`config.mk`:
```
export PLATFORM = sky130hd
export DESIGN_NAME = tally_accum
export DESIGN_NICKNAME = d
export VERILOG_FILES = /design/src/rtl/tally_pkg.sv /design/src/rtl/tally_onehot_dec.sv /design/src/rtl/tally_accum.sv
export SDC_FILE = /design/constraint.sdc
export NUM_CORES = 1
export LEC_CHECK = 0
export CORE_MARGIN = 2
export CORE_UTILIZATION = 53
export CTS_CLUSTER_DIAMETER = 200
export DETAILED_ROUTE_END_ITERATION = 12
export GPL_ROUTABILITY_DRIVEN = 0
export GPL_TIMING_DRIVEN = 0
export MAX_ROUTING_LAYER = met4
export PLACE_DENSITY = 0.85
export SLEW_MARGIN = 15
export SYNTH_ARGS = -nofsm -noshare
export SYNTH_HDL_FRONTEND = slang
export SYNTH_HIERARCHICAL = 1
export SYNTH_SLANG_ARGS = --single-unit
```
`constraint.sdc`:
```
create_clock -name clk -period 4.9 [get_ports clk]
set_input_delay 0.735 -clock clk [delete_from_list [all_inputs] [get_ports clk]]
set_output_delay 0.735 -clock clk [all_outputs]
set_load 0.05 [all_outputs]
```
`src/rtl/tally_pkg.sv`:
```
// Purpose: shared types and constants for the tally accumulator slice.
// Latency: n/a (declarations only).
// Backpressure: n/a.
package tally_pkg;

    typedef enum logic {
        ACC  = 1'b0,
        HOLD = 1'b1
    } state_t;

    // Largest possible frame total: every sample reports all n inputs active.
    function automatic int popcount_max(input int n, input int frame);
        return n * frame;
    endfunction

endpackage

```
`src/rtl/tally_onehot_dec.sv`:
```
// Purpose: decode a one-hot count vector (bit k set = k inputs active) to binary.
// Latency: combinational, zero cycles.
// Backpressure: none; pure function of in_tally.
// Ports: in_tally (N+1 one-hot), value (decoded k, 0 when malformed),
//        malformed (zero or several bits set).
module tally_onehot_dec #(
    parameter int N = 6,
    localparam int VW = $clog2(N + 1)
) (
    input  logic [N:0]    in_tally,
    output logic [VW-1:0] value,
    output logic          malformed
);

    always_comb begin
        value     = '0;
        malformed = ($countones(in_tally) != 1);
        for (int i = 0; i <= N; i++) begin
            if (in_tally[i]) begin
                value = VW'(i);
            end
        end
        // A malformed vector must contribute nothing to the frame total.
        if (malformed) begin
            value = '0;
        end
    end

endmodule

```
`src/rtl/tally_accum.sv`:
```
// Purpose: accumulate FRAME decoded tally samples into a frame total with majority/error flags.
// Latency: result valid the cycle after the FRAME-th accepted sample.
// Backpressure: in_ready drops while a result waits for out_ready; clear aborts the frame.
// Ports: clk/rst_n (async active-low), clear (sync abort), in_valid/in_ready/in_tally
//        (sample input), out_valid/out_ready/out_sum/out_majority/out_err (frame result).
module tally_accum
    import tally_pkg::*;
#(
    parameter int N     = 6,
    parameter int FRAME = 16,
    localparam int SUMW = $clog2(popcount_max(N, FRAME) + 1)
) (
    input  logic            clk,
    input  logic            rst_n,
    input  logic            clear,
    input  logic            in_valid,
    output logic            in_ready,
    input  logic [N:0]      in_tally,
    output logic            out_valid,
    input  logic            out_ready,
    output logic [SUMW-1:0] out_sum,
    output logic            out_majority,
    output logic            out_err
);

    localparam int VW = $clog2(N + 1);
    localparam int CW = $clog2(FRAME);
    // Majority compares 2*sum against N*FRAME on one extra bit so 2*sum cannot overflow.
    localparam logic [SUMW:0] MAJ_LIMIT = (SUMW + 1)'(popcount_max(N, FRAME));

    state_t          state_q,     state_d;
    logic [SUMW-1:0] acc_q,       acc_d;
    logic [CW-1:0]   cnt_q,       cnt_d;
    logic            err_q,       err_d;
    logic            out_valid_q, out_valid_d;
    logic [SUMW-1:0] out_sum_q,   out_sum_d;
    logic            out_maj_q,   out_maj_d;
    logic            out_err_q,   out_err_d;

    logic [VW-1:0]   dec_value;
    logic            dec_malformed;
    logic [SUMW-1:0] sum_next;
    logic [SUMW:0]   sum_dbl;
    logic            accept;

    tally_onehot_dec #(
        .N (N)
    ) u_dec (
        .in_tally  (in_tally),
        .value     (dec_value),
        .malformed (dec_malformed)
    );

    assign in_ready = (state_q == ACC) && !clear;
    assign accept   = in_valid && in_ready;
    // acc never exceeds N*FRAME, so this add cannot wrap in SUMW bits.
    assign sum_next = acc_q + SUMW'(dec_value);
    assign sum_dbl  = {sum_next, 1'b0};

    always_comb begin
        state_d     = state_q;
        acc_d       = acc_q;
        cnt_d       = cnt_q;
        err_d       = err_q;
        out_valid_d = out_valid_q;
        out_sum_d   = out_sum_q;
        out_maj_d   = out_maj_q;
        out_err_d   = out_err_q;

        if (clear) begin
            // Abort wins over any same-cycle accept or result handshake.
            state_d     = ACC;
            acc_d       = '0;
            cnt_d       = '0;
            err_d       = 1'b0;
            out_valid_d = 1'b0;
        end else begin
            unique case (state_q)
                ACC: begin
                    if (accept) begin
                        acc_d = sum_next;
                        cnt_d = cnt_q + 1'b1;
                        err_d = err_q | dec_malformed;
                        if (cnt_q == CW'(FRAME - 1)) begin
                            out_sum_d   = sum_next;
                            out_maj_d   = (sum_dbl > MAJ_LIMIT);
                            out_err_d   = err_q | dec_malformed;
                            out_valid_d = 1'b1;
                            state_d     = HOLD;
                        end
                    end
                end
                HOLD: begin
                    if (out_ready) begin
                        out_valid_d = 1'b0;
                        acc_d       = '0;
                        cnt_d       = '0;
                        err_d       = 1'b0;
                        state_d     = ACC;
                    end
                end
                default: state_d = ACC;
            endcase
        end
    end

    always_ff @(posedge clk or negedge rst_n) begin
        if (!rst_n) begin
            state_q     <= ACC;
            acc_q       <= '0;
            cnt_q       <= '0;
            err_q       <= 1'b0;
            out_valid_q <= 1'b0;
            out_sum_q   <= '0;
            out_maj_q   <= 1'b0;
            out_err_q   <= 1'b0;
        end else begin
            state_q     <= state_d;
            acc_q       <= acc_d;
            cnt_q       <= cnt_d;
            err_q       <= err_d;
            out_valid_q <= out_valid_d;
            out_sum_q   <= out_sum_d;
            out_maj_q   <= out_maj_d;
            out_err_q   <= out_err_d;
        end
    end

    assign out_valid    = out_valid_q;
    assign out_sum      = out_sum_q;
    assign out_majority = out_maj_q;
    assign out_err      = out_err_q;

endmodule

```
==> flow_metrics.tcl <==
set metrics [dict create \
    status "completed" \
    dp_slack_ns -0.280 \
    worstPathCellList "clkdlybuf4s50_1 > inv_1 > fa_1 > fa_1 > inv_1 > fa_1 > or3_4 > nor3_2 > ha_1 > inv_1 > fa_2 > xnor2_1 > nor3b_2 > a211o_1 > a31oi_1 > or3_1" \
    clkLatencyLatePin_ns 0.31 \
    track_usage 0.249 \
    p_per_area_nw_per_um2 239 \
    h-tree-depth 1 \
    seq_area_um2 576 \
    synth_enable_flop_cells 0 \
    avgViaCountPerCell 5.70 \
    fmax_mhz 213 \
    multi_input_area_um2 746 \
    crit_type "in -> reg" \
    cpPeakStageDelay_ns 0.51 \
    max_slew_margin 0.610 \
    tritoncts "built" \
    num_rows 18 \
    cts_made_buffers 3 \
    min_period_over_period 0.957 \
    grt_pass1_wl_mm 5.09 \
    p_total_uw 399 \
    clock-sinks 23 \
    critPathBufInv 4 \
    cp_slowest_cell "fa_1" \
    synth-simple-area-share 0.201 \
    clkTransAtPathRegs_ns 0.13 \
    ir_worst_vdd_uv 196 \
    synthCells 144 \
    antenna_cells 0 \
    drc 0 \
    synth_fa_ha_area_frac 0.108 \
    synth_xor_xnor_area_share 0.0506 \
    drv_slew 0 \
    dieArea_um2 3040 \
    fin_util 0.675 \
    layout-drive-gt1-share 0.100 \
    synth.area.mux_share 0 \
    p_leak_nw 0.771 \
    synth_nets 165 \
    routedWlPerCell_um 14.2 \
    crit_family "adder cells" \
    fillers 214 \
    first_pass_iters 4 \
    endpoint_kind "register" \
    ys_seq_elements 23 \
    start_util 0.559 \
    holdWs_ns 0.377 \
    coreArea_um2 2480 \
    antenna_found_initial 0 \
    avgSynthCellArea_um2 9.61 \
    crit_path_start_kind "input pin" \
    gr-total-overflow 0 \
    worstPathMaxFanout 5 \
    synth_compound_area_frac 0.172 \
    synth-main-ff-cell "dfrtp_1" \
    finalHoldViolCount 0 \
    postCtsHoldBufs 0 \
    rsz0062_at_grt "no" \
    max-cap-violations 0 \
    final.setup.worst_slack_ns 0.209 \
    worst_slew_pin_slew_ns 0.583 \
    hpwlAfterDp_mm 2.24 \
    netlist_area_um2 1380 \
    fin_nets 192 \
    finalCriticalPeriod_ns 4.69 \
    cts-root-buf "clkbuf_4" \
    grt_pass1_vias 1220 \
    syn_to_final_growth_pct 20.9 \
    drt_iter0_drc 24 \
    ios 23 \
    via_count 1140 \
    yosys_warnings 6 \
    cts_buffer_depth 2 \
    ys_seq_area_frac 0.416 \
    chipWidth_um 55.1 \
    cts_setup_buffers 0 \
    async_flop_share 1.00 \
    die_y_um 55.1 \
    finClkSkew_ns 0.00361 \
    fin_area_um2 1670 \
    synth_cell_types 40 \
    hp-class "in -> async" \
    synth_top_family_by_area "simple AND/OR/NAND/NOR gates" \
    io_buffers 22 \
    arrival_ns 4.90 \
    grt_max_degree 24 \
    crit_required_ns 5.10 \
    drt_wl_total_mm 2.85 \
    postRouteAntennaNets 0 \
    place_area_um2 1640 \
    setup_viol 0 \
]
==> logic make-up after synthesis <==
| logic type | count (synthesis) |
|---|---|
| compound gates | 35 |
| simple gates | 54 |
| xor+xnor | 8 |
| fa+ha+maj | 9 |
| flops | 23 |
| buf+inv | 15 |
==> placed cells by master (no fill, tap or decap), drive strengths merged, types with 2 or more instances in the layout <==
cell	Yosys	routed
buf	3	4
clkdlybuf4s50	0	21
nor2b	2	2
a21oi	6	6
a22o	3	3
or2	2	2
nor2	14	14
o21ai	11	11
xor2	4	4
nand2b	3	3
clkbuf	1	5
xnor2	4	4
nand2	21	21
dfrtp	23	23
fa	5	5
inv	11	11
a21o	4	4
o31ai	3	3
or3	2	2
o22ai	2	2
ha	4	4
nor3	2	2
nand3	3	3
==> report_power, final <==
group          total (mW)  switching (mW)  internal, mW
Sequential          0.203         0.00504         0.198
Clock              0.0881          0.0563        0.0318
Combinational       0.108          0.0634        0.0447
==> routing by layer <==
| metal | track usage | vias to the layer above | routed length (um) |
|---|---|---|---|
| met3 | 0.0430 | 6 | 118 |
| met1 | 0.279 | 556 | 1230 |
| met5 | - | - | 0 |
| met2 | 0.431 | 28 | 1450 |
| li1 | - | 550 | - |
| met4 | 0.118 | 0 | 45 |
==> synth_stat cells, types with 3 or more instances <==
master | number | area [um^2]
nor2_1 | 13 | 48.8
nand3_1 | 3 | 15.0
ha_1 | 4 | 50.1
dfrtp_1 | 23 | 576
inv_1 | 11 | 41.3
xor2_1 | 4 | 35.0
a21oi_1 | 6 | 30.0
a22o_1 | 3 | 26.3
a21o_1 | 4 | 30.0
fa_1 | 5 | 100
xnor2_1 | 4 | 35.0
o21ai_0 | 5 | 25.0
nand2b_1 | 3 | 18.8
o31ai_1 | 3 | 22.5
o21ai_1 | 4 | 20.0
nand2_1 | 21 | 78.8
==> worst reg2reg max path, delay by kind of cell, from the launching register on <==
kind                     cells  cell delay, ns
AND/OR/NAND/NOR              2            0.58
adder cells (fa/ha/maj)      2            0.55
flip-flops                   1            0.38
XOR/XNOR                     1            0.19
buffers and inverters        1            0.06
AO/OA/AOI/OAI                2            0.23
==> through the flow <==
step	TNS, ns	cells
3_5_place_dp	-0.280	196
3_3_place_gp	-0.147	196
6_report	0	200
2_1_floorplan	0	144
4_1_cts	0	200
5_1_grt	0	200
==> sequential cells by signal (all words and copies together), names as in the netlist <==
| register | cells |
|---|---|
| state_q | 1 |
| cnt_q | 4 |
| acc_q | 7 |
| out_valid | 1 |
| err_q | 1 |
| out_err | 1 |
| out_majority | 1 |
| out_sum | 7 |
==> final timing paths <==
kind | start | slack (ns) | cells past startpoint | endpoint
max | in_tally[4] | 0.21 | 16 | out_majority
min | rst_n | 0.38 | 1 | out_sum[4]
max reg2reg | acc_q[0] | 2.82 | 8 | out_majority
min reg2reg | out_sum[5] | 0.49 | 2 | out_sum[5]
max in group asynchronous | rst_n | 4.18 | 1 | out_valid
min in group clk | out_sum[5] | 0.49 | 2 | out_sum[5]
==> what timing repair did <==
item	4_1_cts	5_1_grt
hold endpoints to repair	0	0
resized for setup	0	3
endpoints found under the setup margin	0	1
==> layout make-up <==
class | instances | area share
plain buffers | 4 | 0.0187
multi-input cells | 106 | 0.446
repair buffers | 22 | 0.129
well taps | 30 | 0.0224
inverters | 11 | 0.0247
flip-flops and latches | 23 | 0.344
clock buffers | 4 | 0.0157
No activity file was read; power rests on OpenSTA's default activity.
==> RTL edit 1: new RTL, same flow settings <==
Change the parameter `FRAME` from 16 to 32.
--- a/src/rtl/tally_accum.sv
+++ b/src/rtl/tally_accum.sv
@@ -9,3 +9,3 @@
     parameter int N     = 6,
-    parameter int FRAME = 16,
+    parameter int FRAME = 32,
     localparam int SUMW = $clog2(popcount_max(N, FRAME) + 1)
Interface: changed (resized out_sum); port bits go from 23 to 24. No check against the original RTL was run, so the function may have changed too.
==> RTL edit 1 against the unedited design <==
Design area up 1.9%. Global-route usage down 3.4 points. Critical path type unchanged. Wire length rose by 5.7%. Power grew 2.1%. Worst setup slack better by 170 ps. Largest power group unchanged. Sequential cell count rose by 3. Area after synthesis increased by 2.4%. Critical path depth shrank 2.
==> RTL edit 1: results (changes against the unedited design) <==
detailed_routing:
  drt-total-wl_mm: 3.009  # was 2.846 mm
  dr.pass1.iters: 5  # was 4
  drt_iter0_markers: 18  # was 24
  vias: 1115  # was 1140
critical_path:
  crit_path_top_delay_cell: "fa_1"  # unchanged
  crit_family: "adder cells"  # unchanged
  max_stage_delay_ps: 510  # about the same
  critPathMaxFanout: 5  # unchanged
  cp.arrival_ps: 4780  # was 4900 ps
final_layout:
  diodes: 0  # unchanged
  nFillCells: 179  # was 214
  final_nets: 190  # was 192
  drive_above_1_share_pct: 11.38  # was 10.00%
logic_synthesis:
  yosys_warnings: 6  # unchanged
  synth-compound-area-share_pct: 14.84  # was 17.18%
  synth_nets: 163  # was 165
  muxShareOfSynthArea_pct: 0  # unchanged
  synth_common_cells: "26 x dfrtp_1, 25 x nand2_1, 17 x o21ai_0"  # was 23 x dfrtp_1, 21 x nand2_1, 13 x nor2_1
  synth_fa_ha_area_share_pct: 11.48  # was 10.85%
  synth.area.top_cells: "dfrtp_1 46%, fa_1 7.1%, nand2_1 6.6%"  # was dfrtp_1 42%, fa_1 7.2%, nand2_1 5.7%
  synth_edf_count: 0  # unchanged
  synthArstFlopShare_pct: 100.0  # unchanged
  seq_area_frac_synth_pct: 45.94  # was 41.59%
  synth_cell_types: 36  # was 40
  synth_xor_area_share_pct: 3.710  # was 5.063%
clock_tree:
  cts_resized: 0  # unchanged
  post-cts-setup-buffers: 0  # unchanged
  cts_htree_levels: 1  # unchanged
  cts.path.max_buffers: 2  # unchanged
  clk_pin_slew_worst_paths_ps: 140
  clk-insertion-delay-late_ps: 320
  cts-root-buf: "clkbuf_4"  # unchanged
  cts_buffers: 3  # unchanged
timing:
  finalClockSkew_ps: 1.647  # was 3.613 ps
  slew_headroom_pct: 61.15  # was 60.98%
global_route:
  grt_pass1_vias: 1172  # was 1220
  grtUsageTotal_pct: 21.46  # was 24.90%
  grt_pass1_wl_mm: 5.202  # was 5.092 mm
  grt_max_degree: 27  # was 24
  antenna_found_initial: 0  # unchanged
placed_design:
  place.port_buffers: 22  # unchanged
  placed_area_sq_um: 1674  # was 1642 sq um
  pre_cts_ws_ps: 32.67  # was -279.8 ps
  dp_hpwl_mm: 2.334  # was 2.245 mm
worst_hold_path:
  hp-class: "input pin to asynchronous set/reset pin"  # unchanged
power:
  peakVddDrop_mv: 0.1739  # was 0.1963 mV
  pwr_density_cell_nw_per_um2: 239.1  # was 238.7 nW/um^2
  leakage_uw: 0.0007701  # was 0.0007707 uW
outcome:
  outcome: "completed"  # unchanged
==> RTL edit 1: cell families after synthesis <==
logic type / Yosys count
AND/OR/NAND/NOR: 55
AO/OA/AOI/OAI: 33
flip-flops: 26
buffers and inverters: 11
adder cells (fa/ha/maj): 10
XOR/XNOR: 6
==> RTL edit 1: layout make-up <==
| cell class | instances | share of cell area (%) |
|---|---|---|
| Buffer | 4 | 1.467 |
| Sequential cell | 26 | 38.15 |
| Inverter | 7 | 1.541 |
| Multi-Input combinational cell | 104 | 41.89 |
| Clock buffer | 4 | 2.128 |
| Timing Repair Buffer | 22 | 12.62 |
| Tap cell | 30 | 2.201 |
==> RTL edit 1: power breakdown <==
| part | internal, uW | leakage [uW] | switching [uW] | total [uW] |
|---|---|---|---|---|
| clock network | 45.5 | 0.0000210 | 65.2 | 111 |
| registers | 219 | 0.000360 | 4.00 | 223 |
| logic | 30.8 | 0.000389 | 43.4 | 74.1 |
| total | 295 | 0.000770 | 113 | 408 |
==> RTL edit 1: through the flow <==
step	std cells	power [uW]
floorplan	141	272.1
global placement	193	295.1
detailed placement	193	300.7
CTS	197	409.4
global route	197	428.0
finish	197	407.8
==> RTL edit 1: final timing paths <==
kind | start | to | slack, ps | depth (start not counted)
min | rst_n | out_sum[7] | 380 | 1
max in group asynchronous | rst_n | acc_q[2] | 4140 | 1
min reg2reg | out_err | out_err | 490 | 2
max | in_tally[4] | out_majority | 380 | 14
max reg2reg | acc_q[0] | out_majority | 2760 | 7
min in group clk | out_err | out_err | 490 | 2
==> RTL edit 1: layer usage <==
metal | track usage [%] | part of all wire (%) | vias to the layer above
met1 | 28.01 | 43 | 529
met5 | - | 0 | -
li1 | - | - | 536
met2 | 35.03 | 51 | 44
met4 | 6.272 | 2.2 | 0
met3 | 3.023 | 4.5 | 6
==> RTL edit 2: new RTL, same flow settings <==
Made on the original files. Put one more register stage on the output `out_err`, without a reset. The value now appears one clock later. The other outputs are not delayed to match.
--- a/src/rtl/tally_accum.sv
+++ b/src/rtl/tally_accum.sv
@@ -131,3 +131,5 @@
     assign out_majority = out_maj_q;
-    assign out_err      = out_err_q;
+    always_ff @(posedge clk) begin
+        out_err <= out_err_q;
+    end
 
Check against the original RTL: same outputs for any inputs over 10 cycles, from zero or initial values and one cycle with rst_n low; that may be too few to reach the edited logic, so the function may still have changed.
==> RTL edit 2 against the unedited design <==
Register-to-register slack lost 30 ps. Design area grew 1.8%. Combinational power grew 4%. Sequential power grew 5%. Largest cell class unchanged. Clock skew is essentially flat. Power grew 3.4%. Synthesized cell count grew 0.69%. First-iteration DRC count shrank 13%. Clock power grew 0.9%. Sequential cell count grew 1. Critical path type unchanged. Die area grew 1.3%. Largest power group unchanged. Wire length grew 3.2%. Critical endpoint unchanged. Area after synthesis grew 1.4%. Worst setup slack lost 29 ps.
==> RTL edit 2: results (changes against the unedited design) <==
outcome:
  outcome: "completed"  # unchanged
logic_synthesis:
  synth_cell_types: 41  # was 40
  postSynthCellCount: 145  # was 144
  synth_fa_ha_area_share_pct: 10.70  # was 10.85%
  synth.area.top_cells: "dfrtp_1 41%, fa_1 7.1%, nand2_1 5.6%"  # was dfrtp_1 42%, fa_1 7.2%, nand2_1 5.7%
  muxShareOfSynthArea_pct: 0  # unchanged
  synthArstFlopShare_pct: 95.83  # was 100.0%
  synth-compound-area-share_pct: 16.93  # was 17.18%
  ys.flop_type: "dfrtp_1"  # unchanged
  seq_area_frac_synth_pct: 42.42  # was 41.59%
  synth_nets: 166  # was 165
  synth_xor_area_share_pct: 4.991  # was 5.063%
timing:
  finalHoldViolations: 0  # unchanged
  fmax_mhz: 211.8  # was 213.2 MHz
  finalClockSkew_ps: 3.864  # was 3.613 ps
  worstMarginPinSlew_ps: 1002  # was 583.2 ps
  worst_hold_slack_ps: 381.6  # was 376.8 ps
critical_path:
  cp.arrival_ps: 4930  # was 4900 ps
  ff2ff_setup_slack_ps: 2790  # was 2820 ps
  max_stage_delay_ps: 520
  crit_path_top_delay_cell: "fa_1"  # unchanged
  rr_worst_depth: 8  # unchanged
  crit_start: "in_tally[4]"  # unchanged
power:
  peakVddDrop_mv: 0.2116  # was 0.1963 mV
  swShare_pct: 30.88  # was 31.24%
  leakage_uw: 0.0007864  # was 0.0007707 uW
global_route:
  use_met3_pct: 3.513  # was 4.301%
  grt_use_met2_pct: 34.86  # was 43.06%
  grt_pass1_wl_mm: 5.064  # was 5.092 mm
  grtUsageTotal_pct: 21.10  # was 24.90%
  grtUsageMet1_pct: 26.26  # was 27.90%
placed_design:
  place.port_buffers: 22  # unchanged
  dp_hpwl_mm: 2.244  # was 2.245 mm
  placed_area_sq_um: 1662  # was 1642 sq um
  pre_cts_ws_ps: -257.8  # was -279.8 ps
detailed_routing:
  drt_iter0_markers: 21  # was 24
  vias: 1161  # was 1140
  highest_layer: "met4"  # unchanged
  dr.pass1.iters: 4  # unchanged
  route.met2.wl_mm: 1.560  # was 1.450 mm
  wl_met1_mm: 1.224  # was 1.230 mm
  drt-total-wl_mm: 2.936  # was 2.846 mm
final_layout:
  final_cells: 201  # was 200
  diodes: 0  # unchanged
  drive_above_1_share_pct: 9.357  # was 10.00%
  final_nets: 193  # was 192
clock_tree:
  cts_resized: 0  # unchanged
  post-cts-setup-buffers: 0  # unchanged
  cts-root-buf: "clkbuf_4"  # unchanged
  cts_htree_levels: 1  # unchanged
  cts_buffers: 3  # unchanged
  cts.path.max_buffers: 2  # unchanged
worst_hold_path:
  hp-class: "register to register"  # was input pin to asynchronous set/reset pin
  holdCritStartpoint: "out_err_q"
  min_delay_path_depth: 0
  hold_path_end: "out_err"
RTL edit 2: cell types whose count changed in the layout (fill, tap and decap cells not counted):
cell / before / now
nor2b_2: 1 / 0
xnor2_1: 4 / 3
xnor2_2: 0 / 1
clkdlybuf4s50_1: 21 / 22
dfxtp_1: 0 / 1
buf_2: 2 / 1
nor2b_1: 1 / 2
RTL edit 2: power groups by stage:
| stage | Combinational, uW | Clock [uW] | Sequential (uW) |
|---|---|---|---|
| after floorplan | 54.1 | 0 | 229 |
| after global placement | 99.7 | 0 | 216 |
| after detailed placement | 105 | 0 | 216 |
| after CTS | 106 | 90.7 | 213 |
| after global routing | 121 | 100 | 214 |
| final | 112 | 88.9 | 213 |
RTL edit 2: cell type report:
type / count / area (sq um)
clock buffers: 4 / 26.28
fillers: 190 / 797.0
flip-flops and latches: 24 / 595.6
multi-input cells: 106 / 750.7
inverters: 11 / 41.29
plain buffers: 4 / 31.28
well taps: 30 / 37.54
repair buffers: 22 / 220.2
